--- src/rtl/reset_seq.sv ---
// Power-on/reset sequencer: holds NUM_OUTPUTS reset domains, then releases them in index order.
// Restarts on rst_i, on a debounced external request or on a software pulse, and records the cause.
module reset_seq #(
    parameter int NUM_OUTPUTS  = 4,
    parameter int HOLD_CYCLES  = 16,
    parameter int STAGE_CYCLES = 8,
    parameter int SYNC_STAGES  = 2,
    parameter int MIN_PULSE    = 4
) (
    input  logic                   clk_i,
    input  logic                   rst_i,
    input  logic                   ext_rst_req_i,
    input  logic                   sw_rst_req_i,
    output logic [NUM_OUTPUTS-1:0] rst_o,
    output logic                   busy_o,
    output logic [1:0]             cause_o
);

    localparam int MAX_CYC = (HOLD_CYCLES > STAGE_CYCLES) ? HOLD_CYCLES : STAGE_CYCLES;
    localparam int CW      = $clog2(MAX_CYC + 1);
    localparam int IW      = $clog2(NUM_OUTPUTS + 1);
    localparam int DW      = $clog2(MIN_PULSE + 1);

    localparam logic [CW-1:0]          HOLD_LAST  = CW'(HOLD_CYCLES - 1);
    localparam logic [CW-1:0]          STAGE_LAST = CW'(STAGE_CYCLES - 1);
    localparam logic [IW-1:0]          IDX_END    = IW'(NUM_OUTPUTS);
    localparam logic [DW-1:0]          DEB_MAX    = DW'(MIN_PULSE);
    localparam logic [DW-1:0]          DEB_LAST   = DW'(MIN_PULSE - 1);
    localparam logic [NUM_OUTPUTS-1:0] ONE_HOT0   = NUM_OUTPUTS'(1);

    localparam logic [1:0] CAUSE_POR = 2'd0;
    localparam logic [1:0] CAUSE_EXT = 2'd1;
    localparam logic [1:0] CAUSE_SW  = 2'd2;

    if (NUM_OUTPUTS < 1 || NUM_OUTPUTS > 16 || HOLD_CYCLES < 1 || STAGE_CYCLES < 1 ||
        SYNC_STAGES < 2 || MIN_PULSE < 1) begin : g_bad_params
        $error("reset_seq: parameter out of range");
    end

    typedef enum logic [1:0] {
        ST_HOLD,
        ST_STAGE,
        ST_DONE
    } state_t;

    // Declaration initialisers give the same state at configuration as rst_i does.
    state_t                   state_q = ST_HOLD;
    logic [CW-1:0]            cnt_q   = '0;
    logic [IW-1:0]            idx_q   = '0;
    logic [NUM_OUTPUTS-1:0]   rst_o_q = '1;
    logic                     busy_q  = 1'b1;
    logic [1:0]               cause_q = CAUSE_POR;
    logic [SYNC_STAGES-1:0]   sync_q  = '0;
    logic [DW-1:0]            deb_q   = '0;

    state_t                   state_d;
    logic [CW-1:0]            cnt_d;
    logic [IW-1:0]            idx_d;
    logic [NUM_OUTPUTS-1:0]   rst_o_d;
    logic                     busy_d;
    logic [1:0]               cause_d;
    logic [SYNC_STAGES-1:0]   sync_d;
    logic [DW-1:0]            deb_d;

    logic                     ext_synced;
    logic                     ext_restart;
    logic [IW-1:0]            idx_next;

    always_comb begin
        sync_d     = {sync_q[SYNC_STAGES-2:0], ext_rst_req_i};
        ext_synced = sync_q[SYNC_STAGES-1];

        if (!ext_synced) begin
            deb_d = '0;
        end else if (deb_q == DEB_MAX) begin
            deb_d = deb_q;
        end else begin
            deb_d = deb_q + DW'(1);
        end

        // Acceptance edge plus every later cycle the request stays high keeps HOLD pinned at zero.
        ext_restart = ext_synced && (deb_q == DEB_LAST || deb_q == DEB_MAX);
        idx_next    = idx_q + IW'(1);

        state_d = state_q;
        cnt_d   = cnt_q;
        idx_d   = idx_q;
        rst_o_d = rst_o_q;
        cause_d = cause_q;

        if (ext_restart || sw_rst_req_i) begin
            state_d = ST_HOLD;
            cnt_d   = '0;
            idx_d   = '0;
            rst_o_d = '1;
            cause_d = ext_restart ? CAUSE_EXT : CAUSE_SW;
        end else begin
            case (state_q)
                ST_HOLD: begin
                    rst_o_d = '1;
                    if (cnt_q == HOLD_LAST) begin
                        cnt_d   = '0;
                        idx_d   = IW'(1);
                        rst_o_d = rst_o_q & ~ONE_HOT0;
                        state_d = (NUM_OUTPUTS == 1) ? ST_DONE : ST_STAGE;
                    end else begin
                        cnt_d = cnt_q + CW'(1);
                    end
                end
                ST_STAGE: begin
                    if (cnt_q == STAGE_LAST) begin
                        cnt_d   = '0;
                        idx_d   = idx_next;
                        rst_o_d = rst_o_q & ~(ONE_HOT0 << idx_q);
                        if (idx_next == IDX_END) begin
                            state_d = ST_DONE;
                        end
                    end else begin
                        cnt_d = cnt_q + CW'(1);
                    end
                end
                default: begin
                    rst_o_d = '0;
                end
            endcase
        end

        busy_d = |rst_o_d;
    end

    always_ff @(posedge clk_i) begin
        if (rst_i) begin
            state_q <= ST_HOLD;
            cnt_q   <= '0;
            idx_q   <= '0;
            rst_o_q <= '1;
            busy_q  <= 1'b1;
            cause_q <= CAUSE_POR;
            sync_q  <= '0;
            deb_q   <= '0;
        end else begin
            state_q <= state_d;
            cnt_q   <= cnt_d;
            idx_q   <= idx_d;
            rst_o_q <= rst_o_d;
            busy_q  <= busy_d;
            cause_q <= cause_d;
            sync_q  <= sync_d;
            deb_q   <= deb_d;
        end
    end

    assign rst_o   = rst_o_q;
    assign busy_o  = busy_q;
    assign cause_o = cause_q;

endmodule

--- config.mk ---
export PLATFORM = sky130hd
export DESIGN_NAME = reset_seq
export DESIGN_NICKNAME = d
export VERILOG_FILES = /design/src/rtl/reset_seq.sv
export SDC_FILE = /design/constraint.sdc
export NUM_CORES = 1
export LEC_CHECK = 0
export BUFFER_PORTS_ARGS = -buffer_cell sky130_fd_sc_hd__buf_2
export CAP_MARGIN = 20
export CELL_PAD_IN_SITES_DETAIL_PLACEMENT = 1
export CELL_PAD_IN_SITES_GLOBAL_PLACEMENT = 2
export CORE_MARGIN = 3
export CORE_UTILIZATION = 35
export CTS_CLUSTER_SIZE = 10
export DETAILED_ROUTE_END_ITERATION = 12
export GPL_TIMING_DRIVEN = 0
export PLACE_DENSITY_LB_ADDON = 0.2
export SYNTH_ARGS = -nofsm -noshare
export SYNTH_HDL_FRONTEND = slang
export SYNTH_SLANG_ARGS = --single-unit
export TNS_END_PERCENT = 5
--- constraint.sdc ---
create_clock -name clk_i -period 3.3 [get_ports clk_i]
set_input_delay 0.33 -clock clk_i [delete_from_list [all_inputs] [get_ports clk_i]]
set_output_delay 0.33 -clock clk_i [all_outputs]
set_load 0.01 [all_outputs]
==> qor.txt <==
first-pass GRT wire length - 4040 microns
die width - 60.9 microns
hold_ws - 230 ps
Final Core Density - 0.421
Cell Count, Final, Fillers Out - 162
reg-to-reg slack, setup - 1340 ps
synth unique cells - 32
synth warn - 0
drt initial violations - 28
total grt overflow - 0
met1 usage - 0.190
Sw Share - 0.223
fmax - 511 MHz
Internal - 0.344 mW
CTS Hold Buffers Added - 0
WP data required - 3570 ps
largest net degree at the start of global routing - 13
synthesized area - 0.00105 sq mm
number of failing hold endpoints at the final stage - 0
Max clock buf depth - 2
TNS Setup - 0 ps
CP Capture Type - flop
most frequent cells after synthesis - dfxtp_1 (22), nor2_1 (12), o21ai_0 (11)
Tot GR Track Use - 0.148
Routed WL - 2370 microns
CTS root buffer - clkbuf_4
delay-heaviest family, CP - simple AND/OR/NAND/NOR gates
nets - 146
HP Class - in -> reg
crit path buf inv count - 0
Worst Tran Pin Value - 508 ps
Pre-antenna DRT Iters - 4
most area-hungry cell type in the Yosys netlist - dfxtp_1
flops & latches, synth - 22
Leak Pwr - 0.459 nW
reg-to-reg startpoint - cnt_q[0]$_SDFFE_PP0P_
critical path startpoint - cnt_q[0]$_SDFFE_PP0P_
DP Wirelength - 1740 microns
largest cells by area after synthesis - dfxtp_1 (42%), ha_1 (12%), o21ai_0 (5.2%)
fraction of registers with async set/reset - 0
Multi-input gate area - 577 sq um
status - finished, final reports clean
min Tclk post-route - 1960 ps
area grow syn2layout - 11.9%
stages on the worst setup path - 7
Final ANT Viol Nets - 0
sequential area share after synthesis - 0.418
top cell type's share of synthesized area - 0.418
global route hottest layer - met2
Core Area - 0.00281 sq mm
Row Count - 19
clock transition at the registers of the reported paths - 140 ps
antenna violations before repair - 0
CP dominant cell by count - ha_1
H-tree levels - 1
share of cells above drive strength 1 - 0.130
normalized max-slew margin - 0.661
CTS resizes - 0
die height - 60.9 microns
pre-CTS setup slack - 1340 ps
Max IR drop VDD - 150 uV
pwr/cell area - 375 mW/mm^2
DR vias/cell - 5.55
Finished Cell Area - 0.00118 sq mm
Power Total - 0.442 mW
Area after DPL - 0.00114 sq mm
crit-path cells - ha_1, and3_1, ha_1, nor2_1, nor4b_1, o31ai_1, nand4b_1
Sequential Power Share - 0.615
Reg-to-Reg End - busy_o$_SDFF_PP1_
DIE AREA - 0.00371 sq mm
Initial Util - 0.376
CTS tree - built
Worst Path Arrival - 2230 ps
Slew Viols, Final - 0
Net Count, Synth - 131
most numerous cell in the Yosys netlist - dfxtp_1
met2 usage - 0.243
fillers - 357
postcts setup bufs - 0
clk_skew - 20.6 ps
IO Port Bufs - 10
Antenna diodes - 0
Net Sw Power - 0.0983 mW
Via Count - 899
worst r2r path cells - 7
setup ws final - 1340 ps
I/O pins - 11
end point of the critical path - busy_o$_SDFF_PP1_
final setup violation count - 0
grt met3 use - 0.0255
CP max FO - 7
vias in the first global route - 891
Routed WL per cell - 14.6 microns
Final Wtd Congestion - 0.755
register area - 440 sq um
crit-path max cell delay - 380 ps
WS Path Type - reg -> reg
Mean Syn Cell Area - 9.02 sq um
Post-synth EDFFs - 0
Inserted Clock Buffers - 3
Max Cap Viol - 0
logic gate share of total power - 0.037
crit share post-route - 0.593
Startpoint Class - flop
power share of the clock group - 0.348
Mapped Cells - 117
Placed Instances - 158
Remaining DRCs - 0
clk sinks - 22
ys flop type - dfxtp_1
unrepaired setup endpoints after global routing - false
slowest stage cell, crit path - nor2_1
clk_lat worst skew - 320 ps
[cells in the final DEF (no fill, tap or decap), types with 3 or more instances in the layout]
cell and count:
nand2_1 8, buf_2 10, nand3_1 3, nor2b_1 4, clkbuf_4 3, o21ai_0 11
nor2_1 12, inv_1 8, dfxtp_1 22, a21oi_1 8, and3_1 3, ha_1 10
[logic make-up (layout without fill, tap and decap cells)]
family,count (synthesis),in the layout,synth area share
muxes,2,2,0.0237
adders and majority gates,10,10,0.119
and+or+nand+nor,40,40,0.202
xor gates and xnor gates,3,3,0.0249
DFF,22,22,0.418
AOI/OAI and AO/OA,30,30,0.178
buffers and inverters,10,24,0.0356
[how the worst min path moves through the flow]
stage                           endpoint  cells after the start  slack [ps]                  from
global placement    sync_q[1]$_SDFF_PP0_                      1         420  sync_q[0]$_SDFF_PP0_
global route        sync_q[0]$_SDFF_PP0_                      2         260         ext_rst_req_i
finish              sync_q[0]$_SDFF_PP0_                      2         230         ext_rst_req_i
CTS                 sync_q[0]$_SDFF_PP0_                      2         220         ext_rst_req_i
floorplan           sync_q[0]$_SDFF_PP0_                      1         400                 rst_i
detailed placement  sync_q[1]$_SDFF_PP0_                      1         460  sync_q[0]$_SDFF_PP0_
[state kept, by name (all words and copies together), names as in the netlist]
register	flops
rst_o	4
idx_q	3
cnt_q	5
cause_o	2
deb_q	3
sync_q	2
state_q	2
busy_o	1
[per-layer routing]
layer  up-vias  share of wire
met2        21           0.45
li1        439              -
met4         0          0.013
met1       435           0.50
met3         4          0.036
met5         -              0
[power groups by stage]
stage / Combinational (mW) / Sequential [mW] / Clock (mW)
5_1_grt: 0.0190 / 0.273 / 0.166
3_3_place_gp: 0.0158 / 0.278 / 0
6_report: 0.0162 / 0.272 / 0.154
4_1_cts: 0.0166 / 0.272 / 0.158
2_1_floorplan: 0.00900 / 0.278 / 0
3_5_place_dp: 0.0165 / 0.278 / 0
[worst reg2reg max path, cell delays in order, from the launching register on]
cell      delay, ps
dfxtp_1         350
ha_1            240
and3_1          210
ha_1            210
nor2_1          380
nor4b_1         120
o31ai_1         260
nand4b_1        150
[layout make-up]
class,count,share of cell area
multi-input combinational,85,0.489
sequential,22,0.373
timing repair buffer,10,0.0424
tap,31,0.0329
clock buffer,4,0.0308
inverter,8,0.0255
buffer,2,0.00636
(Power assumes the default switching activity.)
